==> config.mk <==
export PLATFORM = sky130hd
export DESIGN_NAME = sargantana_icache_refill_buf
export DESIGN_NICKNAME = d
export VERILOG_FILES = /design/src/rtl/sargantana_icache_refill_buf.sv
export SDC_FILE = /design/constraint.sdc
export NUM_CORES = 1
export LEC_CHECK = 0
export ABC_AREA = 1
export BUFFER_PORTS_ARGS = -buffer_cell sky130_fd_sc_hd__buf_2
export CAP_MARGIN = 20
export CORE_AREA = 2 2 355 357
export CTS_CLUSTER_DIAMETER = 150
export DETAILED_ROUTE_END_ITERATION = 16
export DIE_AREA = 0 0 357 359
export SYNTH_ARGS = -nofsm -noshare
export SYNTH_HDL_FRONTEND = slang
export SYNTH_SLANG_ARGS = --single-unit
==> constraint.sdc <==
create_clock -name clk_i -period 16.5 [get_ports clk_i]
set_clock_uncertainty 0.2 [all_clocks]
set_input_delay 0.825 -clock clk_i [delete_from_list [all_inputs] [get_ports clk_i]]
set_output_delay 0.825 -clock clk_i [all_outputs]
set_load 0.01 [all_outputs]
==> src/rtl/sargantana_icache_refill_buf.sv <==
// I-cache refill buffer: issues one L2 line request per miss, assembles 4 beats into a line.
// Latency: miss accept -> L2 request 1 cycle; critical chunk forwarded combinationally on its beat; line fill 1 cycle after final beat.
// Backpressure: miss_ready_o only in IDLE; L2 request held until l2_req_ready_i; response beats are never stalled.
module sargantana_icache_refill_buf #(
  parameter int PADDR_W = 40,
  parameter int BEAT_W  = 128,
  parameter int LINE_W  = 512
) (
  input  logic               clk_i,
  input  logic               rst_i,
  input  logic               flush_i,
  input  logic               miss_valid_i,
  input  logic [PADDR_W-1:0] miss_paddr_i,
  input  logic [1:0]         miss_idx_i,
  output logic               miss_ready_o,
  output logic               l2_req_valid_o,
  output logic [PADDR_W-1:0] l2_req_addr_o,
  input  logic               l2_req_ready_i,
  input  logic               l2_rsp_valid_i,
  input  logic [BEAT_W-1:0]  l2_rsp_data_i,
  input  logic               l2_rsp_err_i,
  output logic               fwd_valid_o,
  output logic [BEAT_W-1:0]  fwd_data_o,
  output logic               ifill_valid_o,
  output logic [LINE_W-1:0]  ifill_data_o,
  output logic [PADDR_W-1:0] ifill_addr_o,
  output logic               ifill_err_o
);

  localparam int N_BEATS = LINE_W / BEAT_W;
  localparam int OFF_W   = $clog2(LINE_W / 8);
  localparam logic [1:0] LAST_BEAT = 2'(N_BEATS - 1);

  typedef enum logic [2:0] {
    IDLE = 3'd0,
    REQ  = 3'd1,
    FILL = 3'd2,
    DONE = 3'd3,
    KILL = 3'd4
  } state_t;

  state_t                           state_q, state_d;
  logic [PADDR_W-1:0]               addr_q, addr_d;
  logic [1:0]                       idx_q, idx_d;
  logic [1:0]                       cnt_q, cnt_d;
  logic                             err_q, err_d;
  logic [N_BEATS-1:0][BEAT_W-1:0]   line_q, line_d;
  logic                             last_beat;

  assign last_beat     = (cnt_q == LAST_BEAT);
  assign l2_req_addr_o = addr_q;
  assign ifill_addr_o  = addr_q;
  assign ifill_data_o  = line_q;
  assign fwd_data_o    = l2_rsp_data_i;
  assign ifill_err_o   = ifill_valid_o & err_q;

  // Control state and refill bookkeeping; reset abandons any refill in flight.
  always_ff @(posedge clk_i) begin
    if (rst_i) begin
      state_q <= IDLE;
      addr_q  <= '0;
      idx_q   <= '0;
      cnt_q   <= '0;
      err_q   <= 1'b0;
    end else begin
      state_q <= state_d;
      addr_q  <= addr_d;
      idx_q   <= idx_d;
      cnt_q   <= cnt_d;
      err_q   <= err_d;
    end
  end

  // Line buffer data needs no reset; it is only observed alongside ifill_valid_o.
  always_ff @(posedge clk_i) begin
    line_q <= line_d;
  end

  // Next-state and output decode; a flush that races the L2 handshake still drains the accepted line.
  always_comb begin
    state_d        = state_q;
    addr_d         = addr_q;
    idx_d          = idx_q;
    cnt_d          = cnt_q;
    err_d          = err_q;
    line_d         = line_q;
    miss_ready_o   = 1'b0;
    l2_req_valid_o = 1'b0;
    fwd_valid_o    = 1'b0;
    ifill_valid_o  = 1'b0;
    case (state_q)
      IDLE: begin
        miss_ready_o = 1'b1;
        if (miss_valid_i) begin
          addr_d  = {miss_paddr_i[PADDR_W-1:OFF_W], {OFF_W{1'b0}}};
          idx_d   = miss_idx_i;
          cnt_d   = '0;
          err_d   = 1'b0;
          state_d = REQ;
        end
      end
      REQ: begin
        l2_req_valid_o = 1'b1;
        if (l2_req_ready_i) begin
          state_d = flush_i ? KILL : FILL;
        end else if (flush_i) begin
          state_d = IDLE;
        end
      end
      FILL: begin
        if (l2_rsp_valid_i) begin
          line_d[cnt_q] = l2_rsp_data_i;
          err_d         = err_q | l2_rsp_err_i;
          cnt_d         = cnt_q + 2'd1;
          fwd_valid_o   = (cnt_q == idx_q) & ~flush_i;
          if (flush_i) begin
            state_d = last_beat ? IDLE : KILL;
          end else if (last_beat) begin
            state_d = DONE;
          end
        end else if (flush_i) begin
          state_d = KILL;
        end
      end
      KILL: begin
        if (l2_rsp_valid_i) begin
          cnt_d = cnt_q + 2'd1;
          if (last_beat) begin
            state_d = IDLE;
          end
        end
      end
      DONE: begin
        ifill_valid_o = ~flush_i;
        state_d       = IDLE;
      end
      default: begin
        state_d = IDLE;
      end
    endcase
  end

endmodule

# Yosys cells after proc, flatten, opt, wreduce, memory -nomap -nowiden
# Index checks and enable logic that the tools add are counted.
# word_totals
register_bits	554
inputBits	177
out_inout_bits	725
wordCells	66
# op_classes
n_addsub	1
magnitude_cmp	2
n_eq_ne	14
muxes	26
n_bitwise	4
n_reduce_logical	10
# op_table
operator	count
512-bit bitwise mux	1
128-bit demux with 2-bit select	1
128-bit 2-to-1 mux	1
3-bit 2-to-1 mux	11
3-bit one-hot mux with 4 select lines	1
3-bit != test, second input constant	3
2-bit != test, second input constant	4
1-bit 2-to-1 mux	7
3-bit by 2-bit == test with 1-bit output, second input constant	2
3-bit AND reduction	2
6-bit AND reduction	1
2-bit 2-to-1 mux	2
2-bit one-hot mux with 2 select lines	1
2-bit AND reduction	2
2-bit nonzero test	2
3-bit by 1-bit == test with 1-bit output, second input constant	1
3-bit == test, second input constant	1
3-bit logical NOT	1
2-bit by 3-bit less-than comparator with 1-bit output, second input constant	1
2-bit by 1-bit adder with 2-bit output, second input constant	1
1-bit bitwise AND	2
2-bit == test	1
2-bit == test, second input constant	1
2-bit by 1-bit >= comparator with 1-bit output, second input constant	1
other kinds (6)	6

# Logic depth before layout (Yosys ltp)
# Gate-level depths: netlist (run 1).
# depth
depth_word	5
ltp_mapped	9
ltp_nobuf	8

# Least setup slack after synthesis (run 1)
# Ideal clock, no wire load.
# synth_timing
path_type	input-to-reg
from	in l2_rsp_valid_i
to	reg line_q (netlist bit ifill_data_o[0]) (enable)
setup_ns	0.618
arrival_time_ns	6.356
required_time_ns	15.682
slack_ns	9.326
cell_stages	4
path_buffers	0
path_cell_list	inv_1 -> nor2_1 -> inv_1 -> nor2_1
# synth_between
elab_chain_len	1
# synth_rtl
element	line	text
start, declared	19	input logic l2_rsp_valid_i,
2-bit AND reduction (no source line)	n/a	
end signal, assigned	76	line_q <= line_d;
end, declared	47	logic [N_BEATS-1:0][BEAT_W-1:0] line_q, line_d;
# No other way between the ends.
# A chain may end at the register's enable or synchronous reset.

# Worst setup path in the final report (run 1)
# layout_timing
from	reg state_q[0]
to	reg line_q (netlist bit ifill_data_o[337]) (enable)
# layout_between
elab_chain_len	2
# layout_rtl
element	line	text
start, declared	42	state_t state_q, state_d;
start signal, assigned	66	state_q <= state_d;
3-bit by 2-bit == test with 1-bit output	91	case (state_q)
2-bit AND reduction (no source line)	n/a	
# No other way between the ends.

==> impl_metrics.py, run 1 <==
metrics = {
    "run_status": {
        "status": "finished, final reports clean",
    },
    "global_routing": {
        "grt_max_degree": 57,
        "antenna_found_initial": 54,
        "grt_usage_pct": 10.8,
        "grt_pass1_wl_mm": 94.3,
        "grt_overflow": 0,
        "grt_pass1_vias": 10900,
    },
    "critical_path": {
        "cp-startpoint": "state_q[0]",
        "crit_end": "ifill_data_o[337]",
        "r2r_cells": 7,
        "path_max_fanout": 56,
        "cp.arrival_ns": 3.54,
        "end_kind": "flip-flop",
        "regToRegSetupSlack_ns": 13.02,
        "r2r_start": "state_q[0]",
        "crit_type": "flip-flop to flip-flop",
        "required_ns": 16.56,
        "rr_endpoint": "ifill_data_o[337]",
        "cp-start-kind": "flip-flop",
    },
    "placement": {
        "gp_congestion": 0.850,
        "dpl.hpwl_mm": 56.5,
        "portBuffers": 883,
    },
    "cts": {
        "ctsHoldBuffers": 0,
        "cts_resized": 0,
        "cts_buffers": 59,
        "cts_tree": "done",
        "cts_sinks": 554,
        "h-tree-depth": 2,
        "clk_pin_slew_worst_paths_ns": 0.06,
        "post_cts_buffers": 0,
        "insertion_delay_ns": 0.64,
        "root_buffer": "clkbuf_16",
        "cts_buffer_depth": 3,
    },
    "sta": {
        "final.min_clock_period_ns": 3.48,
        "drv_slew": 0,
        "max_freq_mhz": 287,
        "hold_viol": 0,
        "rsz0062_at_grt": "false",
        "fin_crit_sh_pct": 21.1,
        "fin_tns_setup_ns": 0,
        "relSlewSlack_pct": 41.7,
        "setup_viol": 0,
        "tightest_slew_ns": 0.871,
    },
    "floorplanning": {
        "die_h_um": 359,
        "core_area_um2": 125000,
        "initial_core_util_pct": 14.9,
        "num_rows": 130,
        "num_io_pins": 902,
        "die_x_um": 357,
        "design.die.area_um2": 128000,
    },
    "flow_run": {
        "drv_cap": 0,
    },
    "layout": {
        "fin_nets": 1913,
        "final_common_cell": "buf_2",
        "synthToLayoutAreaGrowth_pct": 39.1,
        "drive_above_1_share_pct": 55.5,
        "nFillCells": 13400,
        "fin_util_pct": 20.7,
        "layout_common_cells": "buf_2, edfxtp_1, clkbuf_16",
    },
    "logic_synthesis": {
        "synth.distinct_cells": 21,
        "synth_area_um2": 18600,
        "yosysSeqAreaShare_pct": 87.3,
        "ys_ff_latch": 554,
        "syn_avg_cell_area_um2": 19.4,
        "synth-main-ff-cell": "edfxtp_1",
        "async_reset_ff_share_pct": 0,
        "synth-edff-count": 512,
        "yosys_warnings": 0,
        "postSynthCellCount": 955,
    },
    "power_and_ir_drop": {
        "vdd_ir_drop_max_mv": 0.0917,
        "p_per_area_nw_per_um2": 134,
        "leakage_uw": 0.00997,
    },
    "hold_path": {
        "hold_depth": 1,
        "hold_class": "input port to flip-flop",
    },
    "route": {
        "firstDrtPassIters": 5,
        "num_vias": 11400,
        "post_drt_wl_per_cell_um": 21.1,
        "drc": 0,
        "viasPerCell": 3.30,
        "ant_nets": 0,
        "wl_mm": 72.5,
        "drtIter0Drc": 973,
    },
}
## layout make-up
class	instances	area [um2]	share of cell area, %
repair buffers	897	4520	17.5
multi-input cells	196	943	3.65
clock buffers	70	1520	5.88
well taps	1650	2060	7.99
flip-flops and latches	554	16200	62.8
clock inverters	40	444	1.72
inverters	24	90.1	0.349
diodes	12	30.0	0.116
## synth_stat cells (4+ instances only)
cell type | number | share of area (%)
edfxtp_1 | 512 | 83
nand3_1 | 43 | 1.2
inv_1 | 24 | 0.49
o21ai_0 | 5 | 0.13
dfxtp_1 | 42 | 4.5
buf_4 | 175 | 7.1
a21oi_1 | 39 | 1.1
nor2_1 | 27 | 0.55
nand2_1 | 57 | 1.2
buf_2 | 8 | 0.22
clkbuf_1 | 8 | 0.16
ha_1 | 4 | 0.27
## flip-flops by register name (all words and copies together), names as in the netlist
signal        count
err_q             1
state_q           3
ifill_data_o    512
idx_q             2
ifill_addr_o     34
cnt_q             2
## logic make-up (layout without fill, tap and decap cells)
logic type	after synthesis	after routing	share of synthesized area [%]
buf+inv	216	1031	7.96
flops	554	554	87.3
compound gates	45	45	1.23
other cells	1	24	0.0202
simple gates	135	135	3.17
fa+ha+maj	4	4	0.270
## report_power, final
part           internal (uW)  switching, uW
combinational            127            299
sequential              1630           53.1
clock                    783            570
total                   2540            923
## routing by layer
layer,global-route usage [%],vias to the layer above,part of all wire [%]
met5,0,-,0.058
met4,3.98,6,3.5
met3,2.93,150,9.0
met2,18.0,787,48
met1,13.2,5520,40
li1,-,4906,-
## critical path: stages, from the launching register on
cell     delay (ns)
dfxtp_1        0.41
nor2_1         0.26
nand2_1        0.23
nor2_1         0.15
inv_1          0.14
nor2_4         0.49
buf_4          0.42
buf_4          0.69
## through the flow
stage | worst slack, ns | total power (uW) | hold slack [ns] | area (um2) | std cells
after floorplan | 9.33 | 1960 | 0.233 | 18600 | 966
final | 13.02 | 3470 | 0.212 | 25800 | 3443
after global routing | 12.70 | 3610 | 0.164 | 25800 | 3434
after global placement | 12.86 | 2160 | 0.252 | 23800 | 3321
after detailed placement | 12.85 | 2160 | 0.254 | 23800 | 3321
after CTS | 12.95 | 3530 | 0.132 | 25800 | 3431
## worst min path at each step
stage / endpoint / startpoint
floorplan: err_q / err_q
global placement: err_q / err_q
detailed placement: err_q / err_q
CTS: ifill_data_o[44] / l2_rsp_data_i[44]
global route: ifill_data_o[335] / l2_rsp_data_i[79]
finish: ifill_data_o[212] / l2_rsp_data_i[84]
No activity file was read; power rests on OpenSTA's default activity.
==> run 2: changes to the inputs <==
--- a/config.mk
+++ b/config.mk
@@ -8,10 +8,10 @@
 export ABC_AREA = 1
 export BUFFER_PORTS_ARGS = -buffer_cell sky130_fd_sc_hd__buf_2
 export CAP_MARGIN = 20
-export CORE_AREA = 2 2 355 357
+export CORE_AREA = 2 2 356 358
 export CTS_CLUSTER_DIAMETER = 150
 export DETAILED_ROUTE_END_ITERATION = 16
-export DIE_AREA = 0 0 357 359
+export DIE_AREA = 0 0 358 360
 export SYNTH_ARGS = -nofsm -noshare
 export SYNTH_HDL_FRONTEND = slang
 export SYNTH_SLANG_ARGS = --single-unit
==> constraint.sdc (replaced) <==
create_clock -name clk_i -period 3.6 [get_ports clk_i]
set_clock_uncertainty 0.2 [all_clocks]
set_input_delay 0.18 -clock clk_i [delete_from_list [all_inputs] [get_ports clk_i]]
set_output_delay 0.18 -clock clk_i [all_outputs]
set_load 0.01 [all_outputs]
==> run 2 against run 1 <==
Net effect:
- routed wire length rose by 1.9%
- combinational power rose to 5.7 times the previous value
- clock power grew to 4.4 times the previous value
- highest routed layer unchanged
- critical endpoint is now state_q[1]
- critical path type is now input port to flip-flop
- sequential power rose to 4.6 times the previous value
- sequential cell count unchanged
==> impl_metrics.py, run 2 (synthesis results as in run 1) <==
metrics = {
    "global_routing": {
        "antenna_found_initial": 31,
        "grt_overflow": 0,
        "grt_usage_pct": 10.8,
        "grt_pass1_vias": 12100,
        "grt_pass1_wl_mm": 96.8,
        "grt_max_degree": 106,
    },
    "power_and_ir_drop": {
        "p_clk_share_pct": 37.1,
        "vdd_ir_drop_max_mv": 0.402,
        "switchingPower_uw": 4290,
        "p_seq_share_pct": 47.8,
        "swShare_pct": 26.5,
        "power_frac_comb_pct": 15.0,
        "leakage_uw": 0.0110,
        "intPower_uw": 11900,
        "p_per_area_nw_per_um2": 572,
    },
    "route": {
        "firstDrtPassIters": 5,
        "wl_mm": 73.9,
        "drc": 0,
        "drtIter0Drc": 1111,
        "post_drt_wl_per_cell_um": 20.1,
        "ant_nets": 0,
        "num_vias": 12300,
        "viasPerCell": 3.35,
    },
    "critical_path": {
        "end_kind": "flip-flop",
        "slowest_delay_ns": 0.56,
        "cp_slowest_cell": "dlygate4sd3_1",
        "path_max_fanout": 6,
        "cp.arrival_ns": 3.73,
        "cp_cell_sequence": "dlygate4sd3_1 -> buf_2 -> inv_1 -> nand2_1 -> dlygate4sd3_1 -> nor2_1 -> nor2_1 -> dlygate4sd3_1 -> nand3_1 -> dlygate4sd3_1 -> nand2_1 -> dlygate4sd3_1 -> nor2_1",
        "required_ns": 3.97,
        "cp-start-kind": "input port",
        "path_common_cell": "dlygate4sd3_1",
        "crit_type": "input port to flip-flop",
    },
    "run_status": {
        "status": "finished, final reports clean",
    },
    "floorplanning": {
        "design.die.area_um2": 129000,
        "num_io_pins": 902,
        "die_h_um": 360,
        "initial_core_util_pct": 14.9,
        "core_area_um2": 125000,
        "die_x_um": 358,
        "num_rows": 130,
    },
    "layout": {
        "layout_common_cells": "buf_2, edfxtp_1, dlygate4sd3_1",
        "fin_nets": 2158,
        "largest_reg_flops": 512,
        "drive_above_1_share_pct": 48.8,
        "final_common_cell": "buf_2",
        "stdcell_area_um2": 28300,
        "synthToLayoutAreaGrowth_pct": 52.4,
        "finalNonFillerCells": 3681,
    },
    "sta": {
        "setup_viol": 0,
        "drv_slew": 0,
        "rsz0062_at_grt": "false",
        "fin_crit_sh_pct": 93.3,
        "fin_tns_setup_ns": 0,
        "final.min_clock_period_ns": 3.36,
        "max_freq_mhz": 298,
        "tightest_slew_ns": 1.06,
        "worst_slack_ns": 0.243,
        "relSlewSlack_pct": 29.2,
        "worst_hold_slack_ns": 0.0931,
        "hold_viol": 0,
    },
    "hold_path": {
        "hold_class": "input port to flip-flop",
    },
    "cts": {
        "post_cts_buffers": 0,
        "cts_sinks": 554,
        "h-tree-depth": 2,
        "insertion_delay_ns": 0.63,
        "cts_tree": "done",
        "cts_buffer_depth": 3,
        "cts_buffers": 61,
        "clk_pin_slew_worst_paths_ns": 0.06,
        "root_buffer": "clkbuf_16",
    },
    "placement": {
        "pre_cts_ws_ns": 1.08,
        "portBuffers": 883,
        "placed_area_um2": 23900,
        "place_inst": 3319,
        "dpl.hpwl_mm": 55.7,
        "gp_congestion": 0.856,
    },
    "flow_run": {
        "drv_cap": 0,
    },
}
## run 2: path summary, 6_finish.rpt
| check | startpoint | end | slack, ns | cells after the start |
|---|---|---|---|---|
| hold reg to reg | idx_q[1] | idx_q[1] | 0.28 | 2 |
| setup / recovery | flush_i | state_q[1] | 0.24 | 13 |
| hold / removal | l2_rsp_data_i[85] | ifill_data_o[85] | 0.09 | 2 |
| setup reg to reg | state_q[2] | state_q[1] | 0.26 | 10 |
## run 2: final cells by class
type	count	area, um2
Fill cell	13200	96600
Sequential cell	554	16200
Timing Repair Buffer	1140	7040
Tap cell	1650	2060
Clock buffer	70	1580
Multi-Input combinational cell	196	943
Clock inverter	38	334
Inverter	24	90.1
Antenna cell	9	22.5
## run 2: power by group through the flow
stage	Clock [uW]	Combinational, uW	Sequential, uW
2_1_floorplan	0	996	7960
3_3_place_gp	0	2010	7870
3_5_place_dp	0	2030	7880
4_1_cts	6190	2480	7750
5_1_grt	6440	2640	7780
6_report	6000	2430	7740
## run 2: what timing repair did
action / CTS / global route
hold buffers: 245 / 0
endpoints found under the setup margin: 0 / 0
hold endpoints to repair: 554 / 0
gates resized for setup: 0 / 0
## run 2: worst max-delay path, delay by kind of cell
kind          cells  cell delay [ns]
buf+inv           7             3.07
simple gates      6             0.48
## run 2: layer usage
layer  global-route usage, %  vias to the layer above  wire [um]
met3                    2.92                      123       6160
met5                       0                        -         16
met2                    18.6                      722      36500
li1                        -                     5381          -
met4                    3.63                        2       2210
met1                    12.9                     6115      29000
## run 2: metrics by stage
stage,util (%),total power [uW]
finish,22.6,16200
detailed placement,19.1,9900
global route,22.6,16900
floorplan,-,8960
CTS,22.6,16400
global placement,19.1,9880
